==> config.mk <==
export PLATFORM = sky130hd
export DESIGN_NAME = mac_operand_feeder
export DESIGN_NICKNAME = d
export VERILOG_FILES = /design/src/rtl/mac_pkg.sv /design/src/rtl/mac_operand_fifo.sv /design/src/rtl/mac_operand_feeder.sv
export SDC_FILE = /design/constraint.sdc
export NUM_CORES = 1
export LEC_CHECK = 0
export CORE_MARGIN = 5
export CORE_UTILIZATION = 50
export CTS_BUF_LIST = sky130_fd_sc_hd__clkbuf_8
export DETAILED_ROUTE_END_ITERATION = 8
export DONT_BUFFER_PORTS = 1
export PLACE_DENSITY = 0.77
export SYNTH_ARGS = -nofsm -noshare
export SYNTH_HDL_FRONTEND = slang
export SYNTH_SLANG_ARGS = --single-unit
==> constraint.sdc <==
create_clock -name clk -period 3 [get_ports clk]
set_input_delay 0.75 -clock clk [delete_from_list [all_inputs] [get_ports clk]]
set_output_delay 0.75 -clock clk [all_outputs]
set_load 0.05 [all_outputs]
==> src/rtl/mac_pkg.sv <==
// Shared types and default sizing for the MAC operand feeder.
package mac_pkg;

    localparam int DW      = 4;
    localparam int LEN_W   = 4;
    localparam int DEPTH   = 8;
    localparam int ACC_LAT = 1;

    typedef enum logic [2:0] {
        IDLE,
        CLEAR,
        FEED,
        DRAIN,
        DONE
    } state_t;

endpackage

==> src/rtl/mac_operand_fifo.sv <==
// First-word-fall-through synchronous FIFO holding packed a/b operand pairs.
module mac_operand_fifo #(
    parameter int W     = 8,
    parameter int DEPTH = 8
) (
    input  logic                     clk,
    input  logic                     rst,
    input  logic                     push,
    input  logic [W-1:0]             din,
    input  logic                     pop,
    output logic [W-1:0]             dout,
    output logic                     full,
    output logic                     empty,
    output logic [$clog2(DEPTH):0]   fill
);

    localparam int AW = $clog2(DEPTH);

    logic [W-1:0]  mem [DEPTH];
    logic [AW-1:0] wr_ptr;
    logic [AW-1:0] rd_ptr;
    logic [AW:0]   count;
    logic          do_push;
    logic          do_pop;

    assign full    = (count == (AW+1)'(DEPTH));
    assign empty   = (count == '0);
    assign fill    = count;
    assign dout    = mem[rd_ptr];
    assign do_push = push && !full;
    assign do_pop  = pop && !empty;

    // NOTE: the storage array has no reset; count and pointers alone decide
    // which entries are valid, so clearing the data would only cost area.
    always_ff @(posedge clk) begin
        if (do_push) begin
            mem[wr_ptr] <= din;
        end
    end

    // Power-of-two depth lets the pointers wrap by plain overflow.
    always_ff @(posedge clk or negedge rst) begin
        if (!rst) begin
            wr_ptr <= '0;
            rd_ptr <= '0;
            count  <= '0;
        end else begin
            if (do_push) begin
                wr_ptr <= wr_ptr + AW'(1);
            end
            if (do_pop) begin
                rd_ptr <= rd_ptr + AW'(1);
            end
            case ({do_push, do_pop})
                2'b10:   count <= count + (AW+1)'(1);
                2'b01:   count <= count - (AW+1)'(1);
                default: count <= count;
            endcase
        end
    end

endmodule

==> src/rtl/mac_operand_feeder.sv <==
// Buffers operand pairs and streams one fixed-length vector per start into the MAC,
// framing it with a clear pulse and a done pulse once the accumulator has settled.
module mac_operand_feeder
    import mac_pkg::*;
#(
    parameter int DW      = mac_pkg::DW,
    parameter int DEPTH   = mac_pkg::DEPTH,
    parameter int LEN_W   = mac_pkg::LEN_W,
    parameter int ACC_LAT = mac_pkg::ACC_LAT
) (
    input  logic                     clk,
    input  logic                     rst,
    input  logic                     in_valid,
    output logic                     in_ready,
    input  logic [DW-1:0]            in_a,
    input  logic [DW-1:0]            in_b,
    input  logic                     start,
    input  logic [LEN_W-1:0]         vec_len,
    output logic [DW-1:0]            a,
    output logic [DW-1:0]            b,
    output logic                     mac_en,
    output logic                     mac_clr,
    output logic                     busy,
    output logic                     done,
    output logic [$clog2(DEPTH):0]   fill
);

    localparam int CW = (ACC_LAT > 0) ? $clog2(ACC_LAT + 1) : 1;

    state_t            state;
    logic [LEN_W-1:0]  remaining;
    logic [CW-1:0]     drain_cnt;
    logic              live;
    logic              full;
    logic              empty;
    logic              pop;
    logic [2*DW-1:0]   head;

    // live holds in_ready low until the first clock after reset release.
    assign in_ready = live && !full;
    assign busy     = (state != IDLE);
    assign pop      = ((state == CLEAR) || (state == FEED)) && !empty;

    mac_operand_fifo #(
        .W     (2 * DW),
        .DEPTH (DEPTH)
    ) u_fifo (
        .clk   (clk),
        .rst   (rst),
        .push  (in_valid && in_ready),
        .din   ({in_a, in_b}),
        .pop   (pop),
        .dout  (head),
        .full  (full),
        .empty (empty),
        .fill  (fill)
    );

    // NOTE: every register below uses non-blocking assignment, so the pulse
    // defaults at the top are safely overridden later in the same block.
    always_ff @(posedge clk or negedge rst) begin
        if (!rst) begin
            state     <= IDLE;
            remaining <= '0;
            drain_cnt <= '0;
            live      <= 1'b0;
            a         <= '0;
            b         <= '0;
            mac_en    <= 1'b0;
            mac_clr   <= 1'b0;
            done      <= 1'b0;
        end else begin
            live    <= 1'b1;
            mac_en  <= 1'b0;
            mac_clr <= 1'b0;
            done    <= 1'b0;
            case (state)
                IDLE: begin
                    if (start) begin
                        if (vec_len != '0) begin
                            remaining <= vec_len;
                            mac_clr   <= 1'b1;
                            state     <= CLEAR;
                        end else begin
                            done  <= 1'b1;
                            state <= DONE;
                        end
                    end
                end
                // The clear cycle may already pop, so the first enable
                // directly follows the clear pulse.
                CLEAR, FEED: begin
                    state <= FEED;
                    if (pop) begin
                        a         <= head[2*DW-1:DW];
                        b         <= head[DW-1:0];
                        mac_en    <= 1'b1;
                        remaining <= remaining - LEN_W'(1);
                        if (remaining == LEN_W'(1)) begin
                            drain_cnt <= CW'(ACC_LAT);
                            state     <= DRAIN;
                        end
                    end
                end
                DRAIN: begin
                    if (drain_cnt == '0) begin
                        done  <= 1'b1;
                        state <= DONE;
                    end else begin
                        drain_cnt <= drain_cnt - CW'(1);
                    end
                end
                DONE: begin
                    state <= IDLE;
                end
                default: begin
                    state <= IDLE;
                end
            endcase
        end
    end

endmodule

# Yosys cells after proc, flatten, opt, wreduce, memory -nomap -nowiden
# Memories as Yosys holds them, arrays and structs flattened. A register that Yosys moved wholly into a read port is not among the register bits.
# Cells that the tools add are included.
# Widths: inputs -> output; s select.
[classes]
n_addsub = 6
n_eq_ne = 12
mux = 26
n_reduce_logical = 21
[op_table]
columns = ["cell", "n"]
rows = [
  ["$pmux 4 s2", 2],
  ["$mux 1", 15],
  ["$mux 4", 3],
  ["$mux 3", 3],
  ["$pmux 3 s3", 1],
  ["$ne 2x2->1 const B", 4],
  ["$sub 4x1->4 const B", 2],
  ["$add 3x1->3 const B", 2],
  ["$eq 3x2->1 const B", 2],
  ["$reduce_bool 2->1", 3],
  ["$logic_and 1x1->1", 5],
  ["$add 4x1->4 const B", 1],
  ["$eq 4x1->1 const B", 1],
  ["$eq 4x4->1 const B", 1],
  ["$logic_not 4->1", 1],
  ["$pmux 1 s2", 2],
  ["$reduce_and 2->1", 2],
  ["$reduce_and 4->1", 1],
  ["$reduce_bool 4->1", 1],
  ["$eq 3x1->1 const B", 1],
  ["$logic_not 1->1", 3],
  ["$logic_not 3->1", 1],
  ["$reduce_and 3->1", 1],
  ["$reduce_bool 3->1", 1],
  ["6 further kinds", 6],
]
[totals]
ff_bits = 22
ramBits = 64
in_bits = 16
out_inout_bits = 17
word_cells = 76
n_memories = 1
[mem_list]
columns = ["name", "depth", "word_bits", "rd", "rd_ports_with_merged_regs", "write_ports", "line_no", "rtl"]
rows = [
  ["u_fifo.mem", 8, 8, 1, 1, 1, "mac_operand_fifo.sv:19", "logic [W-1:0] mem [DEPTH];"],
]

# Depth between registers and ports, before layout
[depth]
word_depth = 7
depth_mapped = 11

# Cells and area by module
# Synthesis repeated with hierarchy kept, for this count alone.
[hier_totals]
hier_cells = 243
area_unflattened_um2 = 4037.6
[modules_own_cells]
columns = ["mod", "instances", "cells_each", "area_each_um2", "seq_area_each_um2"]
rows = [
  ["mac_operand_fifo", 1, 160, 3124.2, 2172.1],
  ["mac_operand_feeder", 1, 83, 913.4, 500.5],
]

# Worst setup path after synthesis
# OpenSTA, ideal clock, no wires.
[synth_path]
kind = "register to register"
from = "register u_fifo.count[1], in the netlist u_fifo.fill[1]"
to = "register u_fifo.count[2], in the netlist u_fifo.fill[2]"
arrival_time_ns = 2.539
required_ns = 2.852
slack_ns = 0.313
stages_incl_launch_ff = 12
cell_sequence = "dfrtp_1 > or4b_1 > and3_1 > buf_6 > inv_1 > ha_1 > xor2_1 > ha_1 > a21oi_1 > xor2_1 > nor2_1 > xor2_1"
[synth_between]
elab_chain_len = 7
elab_cells_between_ends = 15
[synth_rtl]
columns = ["element", "line_no", "rtl"]
rows = [
  ["start: declaration", "mac_operand_fifo.sv:22", "logic [AW:0] count;"],
  ["start signal: assignment", "mac_operand_fifo.sv:55", "2'b10: count <= count + (AW+1)'(1);"],
  ["start signal: assignment", "mac_operand_fifo.sv:56", "2'b01: count <= count - (AW+1)'(1);"],
  ["start signal: assignment", "mac_operand_fifo.sv:57", "default: count <= count;"],
  ["$eq 4x4->1", "mac_operand_fifo.sv:26", "assign full = (count == (AW+1)'(DEPTH));"],
  ["$logic_not 1->1", "mac_operand_fifo.sv:30, mac_operand_feeder.sv:40", ""],
  ["$logic_and 1x1->1", "mac_operand_feeder.sv:40", "assign in_ready = live && !full;"],
  ["$logic_and 1x1->1", "mac_operand_feeder.sv:50", ".push (in_valid && in_ready),"],
  ["$logic_and 1x1->1", "mac_operand_fifo.sv:30", "assign do_push = push && !full;"],
  ["$eq 2x1->1 / $eq 2x2->1 (equally long branches)", "mac_operand_fifo.sv:54", "case ({do_push, do_pop})"],
  ["$pmux 4 s2 / $reduce_bool 2->1 (equally long branches)", "n/a", ""],
]
# Parallel ways exist; a longest one is shown, timed or not.
# A chain may end at the register's enable or synchronous reset.

# Worst setup path in the final report
[layout_path]
from = "register u_fifo.count[2], in the netlist u_fifo.fill[2]"
to = "register u_fifo.count[2], in the netlist u_fifo.fill[2]"
# Same word-level chain as after synthesis.

==> impl_metrics.py <==
metrics = {
    "place": {
        "gp_congestion": 0.813,
        "post-place-ws_ns": 0.518,
        "detailed_place_hpwl_mm": 4.57,
        "port_buffers": 0,
    },
    "logic_synthesis": {
        "syn_nets": 262,
        "yosysTopAreaCell": "edfxtp_1",
        "synth.distinct_cells": 44,
        "seq_area_frac_synth_pct": 68.5,
        "avgSynthCellArea_sq_um": 16.3,
        "yosys_warnings": 0,
        "yosysMostFrequentCell": "edfxtp_1",
        "ys_seq_elements": 94,
        "ys_top_cells_by_count": "edfxtp_1, dfrtp_1, nor2_1",
        "synthTopCellsByArea": "edfxtp_1, dfrtp_1, mux4_2",
        "ys.flop_type": "edfxtp_1",
        "async_flop_share_pct": 31.9,
        "synth_top_cell_area_share_pct": 49.2,
        "synthCells": 239,
        "syn-cell-area_sq_um": 3900,
        "synth-edff-count": 64,
    },
    "sta": {
        "setup-violations-final": 0,
        "hold_viol": 0,
        "rsz0062_at_grt": "false",
        "clock_skew_ns": 0.00885,
        "tns_ns": 0,
        "final_max_slew_viol_count": 0,
        "finalWorstSetupSlack_ns": 0.522,
        "relSlewSlack_pct": 46.4,
        "period_needed_ns": 2.48,
        "clock.fmax_mhz": 404,
        "tightest_slew_ns": 0.805,
        "final.period_utilization_pct": 82.6,
    },
    "die": {
        "pin_count": 33,
        "row_count": 32,
        "die_area_sq_um": 9670,
        "core_area_sq_um": 7650,
        "die-width_um": 98.4,
        "initial_core_util_pct": 51.0,
        "die_h_um": 98.4,
    },
    "detailed_routing": {
        "wl_mm": 6.64,
        "wl_per_cell_um": 18.3,
        "drtIter0Drc": 146,
        "remaining_drc_errors": 0,
        "drtAntennaViolNets": 0,
        "vias": 2004,
        "dr.pass1.iters": 4,
        "via_per_inst": 5.52,
    },
    "grt": {
        "globalRouteOverflowTotal": 0,
        "grt_pass1_vias": 2171,
        "grt_start_max_net_pins": 31,
        "antenna_found_initial": 0,
        "track_usage_pct": 15.0,
        "grt_pass1_wl_mm": 11.2,
    },
    "clocking": {
        "path_clk_slew_ns": 0.09,
        "clk_latency_ns": 0.35,
        "cts.sinks": 94,
        "cts_buffers": 9,
        "root_buffer": "clkbuf_8",
        "htreeDepth": 3,
        "cts_buffer_depth": 2,
        "postCtsResizedCells": 0,
        "hold_buffers": 0,
        "post_cts_buffers": 0,
        "tritoncts": "done",
    },
    "finish": {
        "multiInputGateArea_sq_um": 1160,
        "final_util_pct": 56.1,
        "n_antenna_cell": 0,
        "seqCellArea_sq_um": 2670,
        "fill_cells": 593,
        "area_growth_pct": 9.81,
        "drive_above_1_share_pct": 21.1,
        "final_nets": 279,
    },
    "critical_path": {
        "path_depth": 10,
        "worst_path_largest_cell_delay_ns": 0.50,
        "worstSetupStartpointType": "flop",
        "crit_top_cell": "xor2_1",
        "crit_required_ns": 3.23,
        "cp-endpoint": "u_fifo.fill[2]",
        "cp_cell_sequence": "buf_4, nor4_2, nor3_2, ha_1, xor2_1, ha_1, a21oi_1, xor2_1, nor2_1, xor2_1",
        "r2r_setup_slack_ns": 0.52,
        "path_buf_inv": 1,
        "path_max_fanout": 5,
        "cp.arrival_ns": 2.71,
        "endpoint_kind": "flop",
        "cp_top_family": "simple AND/OR/NAND/NOR gates",
        "reg2reg_from": "u_fifo.fill[2]",
        "reg2reg_to": "u_fifo.fill[2]",
        "cp_slowest_cell": "nor4_2",
        "setup.worst_path.start": "u_fifo.fill[2]",
        "crit_type": "flop to flop",
        "reg2reg_depth": 10,
    },
    "pwr": {
        "leakagePower_nw": 1.56,
        "finalPower_mw": 4.61,
        "power.density_nw_per_um2": 1080,
        "ir_drop_mv": 0.393,
    },
    "min_path": {
        "min_path_type": "input port to async pin",
    },
    "flow_run": {
        "maxCapViolCount": 0,
    },
    "status": {
        "status": "completed",
    },
}
worst min-delay path by stage:
| stage | cells after the start | slack [ns] | endpoint |
|---|---|---|---|
| 2_1_floorplan | 0 | 0.45 | a[0] |
| 3_3_place_gp | 0 | 0.46 | remaining[1] |
| 3_5_place_dp | 0 | 0.46 | remaining[1] |
| 4_1_cts | 0 | 0.06 | remaining[1] |
| 5_1_grt | 0 | 0.04 | a[2] |
| 6_report | 0 | 0.08 | a[2] |
stage by stage:
| stage | instance area, sq um | instances | hold slack [ns] |
|---|---|---|---|
| 6_report | 4290 | 363 | 0.0809 |
| 5_1_grt | 4290 | 363 | 0.0413 |
| 4_1_cts | 4290 | 363 | 0.0616 |
| 3_5_place_dp | 4110 | 347 | 0.456 |
| 3_3_place_gp | 4110 | 347 | 0.456 |
| 2_1_floorplan | 3900 | 239 | 0.454 |
metal layers:
metal  GRT usage, %  wire length [um]  up-vias
met5              0                 0        -
met4           4.83                78        0
met3           5.50               406        9
met2           25.1              3400       48
met1           18.1              2760     1002
li1               -                 -      945
logic make-up (layout without fill, tap and decap cells):
kind of cell	after synthesis	after routing	share of synthesized area [%]
other	1	1	0.0961
buffers and inverters	16	38	1.99
adders and majority gates	7	7	2.24
DFF	94	94	68.5
and+or+nand+nor	53	53	7.18
AOI/OAI and AO/OA	27	27	4.52
muxes	31	31	13.3
xor gates and xnor gates	10	10	2.24
registers in the layout, summed over array words and instances, names as in the netlist:
signal	count
remaining	4
mac_en	1
u_fifo.wr_ptr	3
live	1
done	1
u_fifo.mem	64
a	4
drain_cnt	1
b	4
state	3
u_fifo.fill	4
u_fifo.rd_ptr	3
mac_clr	1
layout make-up:
cell class,instances,share of cell area [%]
inverter,5,0.438
tap,102,2.98
sequential,94,62.3
timing repair buffer,17,2.98
clock buffer,9,2.89
clock inverter,7,1.34
multi-input combinational,129,27.0
power by group:
part | internal [mW] | total [mW] | switching (mW) | leakage (nW)
combinational | 0.786 | 1.68 | 0.896 | 0.538
clock | 0.313 | 0.752 | 0.439 | 0.0935
sequential | 1.66 | 2.18 | 0.512 | 0.932
worst reg2reg max path: cells and delay by family, from the launching register on:
family	cells	cell delay [ns]
DFF	1	0.38
AOI/OAI and AO/OA	1	0.15
xor gates and xnor gates	3	0.48
buffers and inverters	1	0.20
adders and majority gates	2	0.46
and+or+nand+nor	3	0.68
layout by cell type, fill, tap and decap left out, types with 2 or more instances in the layout:
master	n
a211oi_1	2
a21oi_1	12
a2bb2oi_1	3
buf_4	17
clkbuf_8	9
clkinv_4	2
dfrtp_1	30
edfxtp_1	64
ha_1	7
inv_1	6
inv_6	2
mux2i_1	12
mux4_2	16
nand2_1	9
nand2b_1	5
nor2_1	20
nor3_1	4
nor4_1	3
o21bai_1	2
o22a_1	2
or3b_2	2
xnor2_1	4
xor2_1	6
(Power assumes the default switching activity.)
